===== config.mk =====
export PLATFORM = sky130hd
export DESIGN_NAME = alu_result_buffer
export DESIGN_NICKNAME = d
export VERILOG_FILES = /design/src/rtl/alu_result_buffer.sv
export SDC_FILE = /design/constraint.sdc
export NUM_CORES = 1
export LEC_CHECK = 0
export CAP_MARGIN = 20
export CORE_MARGIN = 1.5
export CORE_UTILIZATION = 68
export CTS_CLUSTER_DIAMETER = 80
export CTS_CLUSTER_SIZE = 10
export DETAILED_ROUTE_END_ITERATION = 8
export DONT_BUFFER_PORTS = 1
export GPL_TIMING_DRIVEN = 0
export MAX_ROUTING_LAYER = met4
export PLACE_DENSITY_LB_ADDON = 0.1
export SYNTH_ARGS = -nofsm -noshare
export SYNTH_HDL_FRONTEND = slang
export SYNTH_SLANG_ARGS = --single-unit

===== constraint.sdc =====
create_clock -name clk -period 3.1 [get_ports clk]
set_input_delay 0.31 -clock clk [delete_from_list [all_inputs] [get_ports clk]]
set_output_delay 0.31 -clock clk [all_outputs]
set_load 0.05 [all_outputs]

===== src/rtl/alu_result_buffer.sv =====
// Registered FWFT result FIFO behind the combinational ALU units, with sticky
// flag status and a saturating count of flag-set results accepted.
module alu_result_buffer #(
  parameter int DEPTH = 4,
  parameter int TAG_W = 5,
  parameter int CNT_W = 16
) (
  input  logic                       clk,
  input  logic                       rst_n,
  input  logic                       res_valid,
  output logic                       res_ready,
  input  logic [31:0]                res_data,
  input  logic                       res_flag,
  input  logic [TAG_W-1:0]           res_tag,
  output logic                       out_valid,
  input  logic                       out_ready,
  output logic [31:0]                out_data,
  output logic                       out_flag,
  output logic [TAG_W-1:0]           out_tag,
  output logic [$clog2(DEPTH):0]     occupancy,
  output logic                       sticky_flag,
  output logic [CNT_W-1:0]           flag_cnt,
  input  logic                       clr_status
);
  localparam int AW = $clog2(DEPTH);
  localparam int OW = AW + 1;
  localparam logic [OW-1:0] FULL = OW'(DEPTH);

  typedef struct packed {
    logic [31:0]      data;
    logic             flag;
    logic [TAG_W-1:0] tag;
  } entry_t;

  entry_t [DEPTH-1:0] mem;
  logic   [AW-1:0]    rptr, wptr;
  logic               push, pop;
  entry_t             head;

  assign res_ready = (occupancy != FULL);
  assign out_valid = (occupancy != '0);
  assign push      = res_valid && res_ready;
  assign pop       = out_valid && out_ready;

  // Head is gated by out_valid so an empty buffer always presents zeros.
  assign head     = out_valid ? mem[rptr] : '0;
  assign out_data = head.data;
  assign out_flag = head.flag;
  assign out_tag  = head.tag;

  always_ff @(posedge clk or negedge rst_n) begin
    if (!rst_n) begin
      mem       <= '0;
      rptr      <= '0;
      wptr      <= '0;
      occupancy <= '0;
    end else begin
      if (push) begin
        mem[wptr] <= '{data: res_data, flag: res_flag, tag: res_tag};
        wptr      <= wptr + AW'(1);
      end
      if (pop) rptr <= rptr + AW'(1);
      case ({push, pop})
        2'b10:   occupancy <= occupancy + OW'(1);
        2'b01:   occupancy <= occupancy - OW'(1);
        default: occupancy <= occupancy;
      endcase
    end
  end

  // A flag-set push beats a coincident clear: the count restarts at one.
  always_ff @(posedge clk or negedge rst_n) begin
    if (!rst_n) begin
      sticky_flag <= 1'b0;
      flag_cnt    <= '0;
    end else if (push && res_flag) begin
      sticky_flag <= 1'b1;
      if (clr_status)     flag_cnt <= CNT_W'(1);
      else if (!(&flag_cnt)) flag_cnt <= flag_cnt + CNT_W'(1);
    end else if (clr_status) begin
      sticky_flag <= 1'b0;
      flag_cnt    <= '0;
    end
  end
endmodule


After elaboration in Yosys (flattened, before gate mapping)
Index checks and enable logic that the tools add are counted.
- word-level logic and storage cells: 51
- output and inout bits: 60
- register bits: 176
- bits of input ports: 43
- reductions and logical operators: 9
- eq/ne operators: 4
- mux-type cells: 13
- magnitude comparators: 3
- $add $sub $neg: 5
- operators with widths (operator ; count):
    152-bit bitwise mux ; 1
    38-bit two-way mux ; 3
    38-bit binary-select mux with 2-bit select ; 1
    38-bit demux with 2-bit select ; 1
    16-bit two-way mux ; 4
    16-bit by 1-bit adder with 16-bit output, second input constant ; 1
    16-bit AND reduction ; 1
    2-bit by 3-bit less-than comparator with 1-bit output, second input constant ; 2
    3-bit one-hot mux with 2 select lines ; 1
    2-bit by 1-bit adder with 2-bit output, second input constant ; 2
    1-bit logical AND ; 4
    2-bit nonzero test ; 2
    3-bit by 1-bit adder with 3-bit output, second input constant ; 1
    3-bit inequality test, second input constant ; 1
    3-bit nonzero test ; 1
    3-bit by 1-bit subtractor with 3-bit output, second input constant ; 1
    2-bit by 1-bit equality test with 1-bit output, second input constant ; 1
    2-bit equality test, second input constant ; 1
    2-bit by 1-bit greater-or-equal comparator with 1-bit output, second input constant ; 1
    1-bit two-way mux ; 2
    2-bit inequality test, second input constant ; 1
    2-bit AND reduction ; 1

Logic depth before layout (Yosys ltp)
Gate-level depths: netlist of the first run.
- depth in word-level cells: 5
- depth in mapped cells: 10
- gate-level depth less buffers: 9

Worst setup path after synthesis of the first run
OpenSTA, ideal clock, no wires.
- path kind: register -> register
- start point: register occupancy[2]
- end point: register occupancy[2]
- arrival time: 2.305 ns
- cell stages (with the launch flop): 11
- required time: 3.018 ns
- library setup time: 0.082 ns
- path slack: 0.713 ns
- path buffers: 1
- clock period less this slack: 2.387 ns
- cells stage by stage: dfrtp_1 nor3b_2 nor2b_1 buf_2 inv_1 ha_1 inv_1 fa_1 xor2_1 nor2_1 xor2_1
- cells in the longest elaborated chain, start to end: 4
- elaborated cells on any way between the ends: 10
- classes of those cells: add/sub (2); eq/ne (3); mux (1); reduce/logical (4)
- RTL lines (element ; RTL line ; source):
    start, declared ; 20 ; output logic [$clog2(DEPTH):0] occupancy,
    start signal, assigned ; 64 ; 2'b10: occupancy <= occupancy + OW'(1);
    start signal, assigned ; 65 ; 2'b01: occupancy <= occupancy - OW'(1);
    start signal, assigned ; 66 ; default: occupancy <= occupancy;
    3-bit inequality test / 3-bit nonzero test (equally long branches) ; 40, 41 ;
    1-bit logical AND, on equally long branches ; 42, 43 ;
    2-bit by 1-bit equality test with 1-bit output / 2-bit equality test (equally long branches) ; 63 ; case ({push, pop})
    3-bit one-hot mux with 2 select lines / 2-bit nonzero test (equally long branches) ; - ;
Parallel ways exist; a longest one is shown, timed or not.
A chain may end at the register's enable or synchronous reset.

Worst setup path in the final report of the first run
- start point: register occupancy[1]
- end point: output out_data[20]
- cells in the longest elaborated chain, start to end: 2
- RTL lines (element ; RTL line ; source):
    3-bit nonzero test ; 41 ; assign out_valid = (occupancy != '0);
    38-bit two-way mux ; 46 ; assign head = out_valid ? mem[rptr] : '0;
    end, declared ; 17 ; output logic [31:0] out_data,
No other way between the ends.

==> flow_metrics.env, run 1 <==
export IMPL_status="complete, but fails checks"
export IMPL_violations="hold timing"
export IMPL_synthDistinctLibCells=51
export IMPL_finClkSkew_ps=7.09
export IMPL_pre_cts_slack_ps=405
export IMPL_timing_hold_ws_ps=-420
export IMPL_gp_congestion=0.781
export IMPL_core_area_um2=11900
export IMPL_setup_viol=0
export IMPL_min_period_ps=2830
export IMPL_crit_top_cell="clkbuf_1"
export IMPL_insertion_delay_ps=420
export IMPL_track_usage=0.272
export IMPL_die_y_um=113
export IMPL_maxCapViolCount=0
export IMPL_dr_pass1_iters=4
export IMPL_cts_tree="built"
export IMPL_start_kind="flip-flop"
export IMPL_wl_met1_um=6580
export IMPL_drtIter0Drc=193
export IMPL_crit_path_end_kind="output pin"
export IMPL_slowest_stage="dfrtp_1"
export IMPL_async_flop_share=1.00
export IMPL_hp_class="primary input to asynchronous set/reset pin"
export IMPL_initial_core_util=0.691
export IMPL_ys_ff_latch=176
export IMPL_finalMaxSlewViolations=0
export IMPL_max_slew_margin=0.537
export IMPL_antenna_found_initial=0
export IMPL_final_setup_worst_slack_ps=269
export IMPL_post_dp_hpwl_um=10400
export IMPL_num_rows=40
export IMPL_fin_setup_tns_ps=0
export IMPL_io_buffers=0
export IMPL_fin_area_um2=8980
export IMPL_fmax_mhz=353
export IMPL_synth_fp_nets=604
export IMPL_grt_pass1_vias=4973
export IMPL_synth_largest_area_cell="dfrtp_1"
export IMPL_critPathKind="flip-flop to output pin"
export IMPL_synth_edff_count=0
export IMPL_synth_area_um2=8230
export IMPL_grt_pass1_wl_um=25500
export IMPL_wl_met3_um=896
export IMPL_nFillCells=761
export IMPL_multiInputGateArea_um2=3570
export IMPL_antenna_left=0
export IMPL_nets=623
export IMPL_cts_setup_buffers=0
export IMPL_critical_path_required_ps=2790
export IMPL_dr_max_layer_used="met4"
export IMPL_cts_buffers_inserted=17
export IMPL_finalHoldViolCount=176
export IMPL_netlist_area_leader_share=0.535
export IMPL_antenna_cells=0
export IMPL_ios=103
export IMPL_crit_chain="or3_1, clkbuf_1, clkbuf_1, and2_2"
export IMPL_fin_util=0.754
export IMPL_synth_cells=554
export IMPL_fin_crit_sh=0.913
export IMPL_worst_path_buf_inv=2
export IMPL_root_buffer="clkbuf_16"
export IMPL_cts_buffer_depth=2
export IMPL_place_area_um2=8420
export IMPL_grt_max_degree=177
export IMPL_grt_ovfl_total=0
export IMPL_die_area_um2=12800
export IMPL_area_growth_pct=9.10
export IMPL_worst_slew_pin_slew_ps=694
export IMPL_ys_warnings_count=0
export IMPL_rsz0062_at_grt="false"
export IMPL_cts_htree_levels=4
export IMPL_cp_slowest_stage_delay_ps=700
export IMPL_synth_area_leaders="dfrtp_1 (53%), mux2_2 (20%), mux4_2 (10%)"
export IMPL_regArea_um2=4410
export IMPL_critPathTopFamily="buffers and inverters"
export IMPL_crit_fanout=10
export IMPL_crit_arrival_ps=2520
export IMPL_wl_met2_um=7920
export IMPL_num_vias=4669
export IMPL_synth_ff_type="dfrtp_1"
export IMPL_wirelength_um=15600
export IMPL_yosysSeqAreaShare=0.535
export IMPL_die_w_um=113
export IMPL_post_drt_wl_per_cell_um=21.3
export IMPL_cts_sinks=176
export IMPL_drc=0
export IMPL_syn_area_per_cell_um2=14.9
export IMPL_clkTransAtPathRegs_ps=60
export IMPL_vias_per_cell=6.39
export IMPL_drive_above_1_share=0.442
-- cells by family after synthesis --
group	after synthesis	share of synthesized area
AO/OA/AOI/OAI	35	0.0347
XOR/XNOR	6	0.00638
adder cells (fa/ha/maj)	7	0.0116
buffers and inverters	46	0.0325
flip-flops	176	0.535
multiplexers	191	0.313
AND/OR/NAND/NOR	93	0.0669
-- cell usage after synthesis, types with 2 or more instances --
| master | instances |
|---|---|
| and4_2 | 2 |
| buf_2 | 10 |
| nor2_1 | 9 |
| buf_4 | 4 |
| dfrtp_1 | 176 |
| mux4_2 | 38 |
| and2_1 | 39 |
| or3_1 | 4 |
| a221o_1 | 2 |
| nand3_1 | 4 |
| nor4_1 | 3 |
| nand4_1 | 3 |
| xor2_1 | 3 |
| a31oi_1 | 7 |
| nand2_1 | 13 |
| xnor2_1 | 3 |
| a21oi_1 | 5 |
| mux2_1 | 4 |
| mux2_2 | 148 |
| a41oi_1 | 2 |
| ha_1 | 6 |
| a211o_1 | 3 |
| o22ai_1 | 2 |
| inv_1 | 12 |
| buf_6 | 9 |
| clkbuf_1 | 11 |
| o21ai_0 | 4 |
| nor3_1 | 5 |
-- final timing paths --
kind | start | to | slack (ps) | cells after the start
setup / recovery | occupancy[1]$_DFFE_PN0P_ | out_data[20] | 270 | 4
hold / removal | rst_n | mem[13]$_DFFE_PN0P_ | -420 | 0
setup reg to reg | occupancy[2]$_DFFE_PN0P_ | occupancy[2]$_DFFE_PN0P_ | 470 | 10
hold reg to reg | mem[51]$_DFFE_PN0P_ | mem[51]$_DFFE_PN0P_ | 490 | 1
max in group asynchronous | rst_n | mem[134]$_DFFE_PN0P_ | 3170 | 0
min in group clk | res_tag[2] | mem[40]$_DFFE_PN0P_ | 20 | 1
-- metrics by stage --
| step | hold slack, ps | std cells |
|---|---|---|
| finish | -420 | 731 |
| CTS | -435 | 731 |
| floorplan | 14.4 | 554 |
| global placement | 19.4 | 701 |
| detailed placement | 18.4 | 701 |
| global route | -433 | 731 |
-- per-layer routing --
layer  global-route usage  vias to the layer above
li1                     -                     2074
met1                0.339                     2462
met2                0.439                      117
met3               0.0777                       16
met4               0.0817                        0
met5                    -                        -
-- timing repair --
action / 4_1_cts / 5_1_grt
hold endpoints to repair: 176 / 176
endpoints found under the setup margin: 9 / 10
gates cloned: 0 / 0
resized for setup: 1 / 11
-- final cells by class --
cell class,instances,area share
multi-input combinational,332,0.398
tap,147,0.0205
clock buffer,25,0.0552
sequential,176,0.490
buffer,34,0.0249
inverter,12,0.00501
clock inverter,5,0.00613
-- placed cells by master (no fill, tap or decap), types with 10 or more instances in the layout --
cell	synthesis	final
and2_1	39	29
clkbuf_16	0	17
and2_2	0	10
buf_2	10	10
dfrtp_1	176	175
nand2_1	13	13
clkbuf_1	11	14
mux4_2	38	38
mux2_2	148	148
inv_1	12	12
-- registers in the layout, indices dropped and copies added (netlist names) --
register and cells:
flag_cnt 16, occupancy 3, mem 152, sticky_flag 1, rptr 2, wptr 2
Power of run 1 is left out: the tool's default activity adds up to more than one toggle a clock period on the data nets, which glitch-free logic cannot reach.
==> inputs of run 2 (changes only) <==
Settings changed: TNS_END_PERCENT from default to 50.
==> results of run 2 <==
Final layout, timing and power as in run 1 (identical DEF).
Power of run 2 is left out for the same reason.
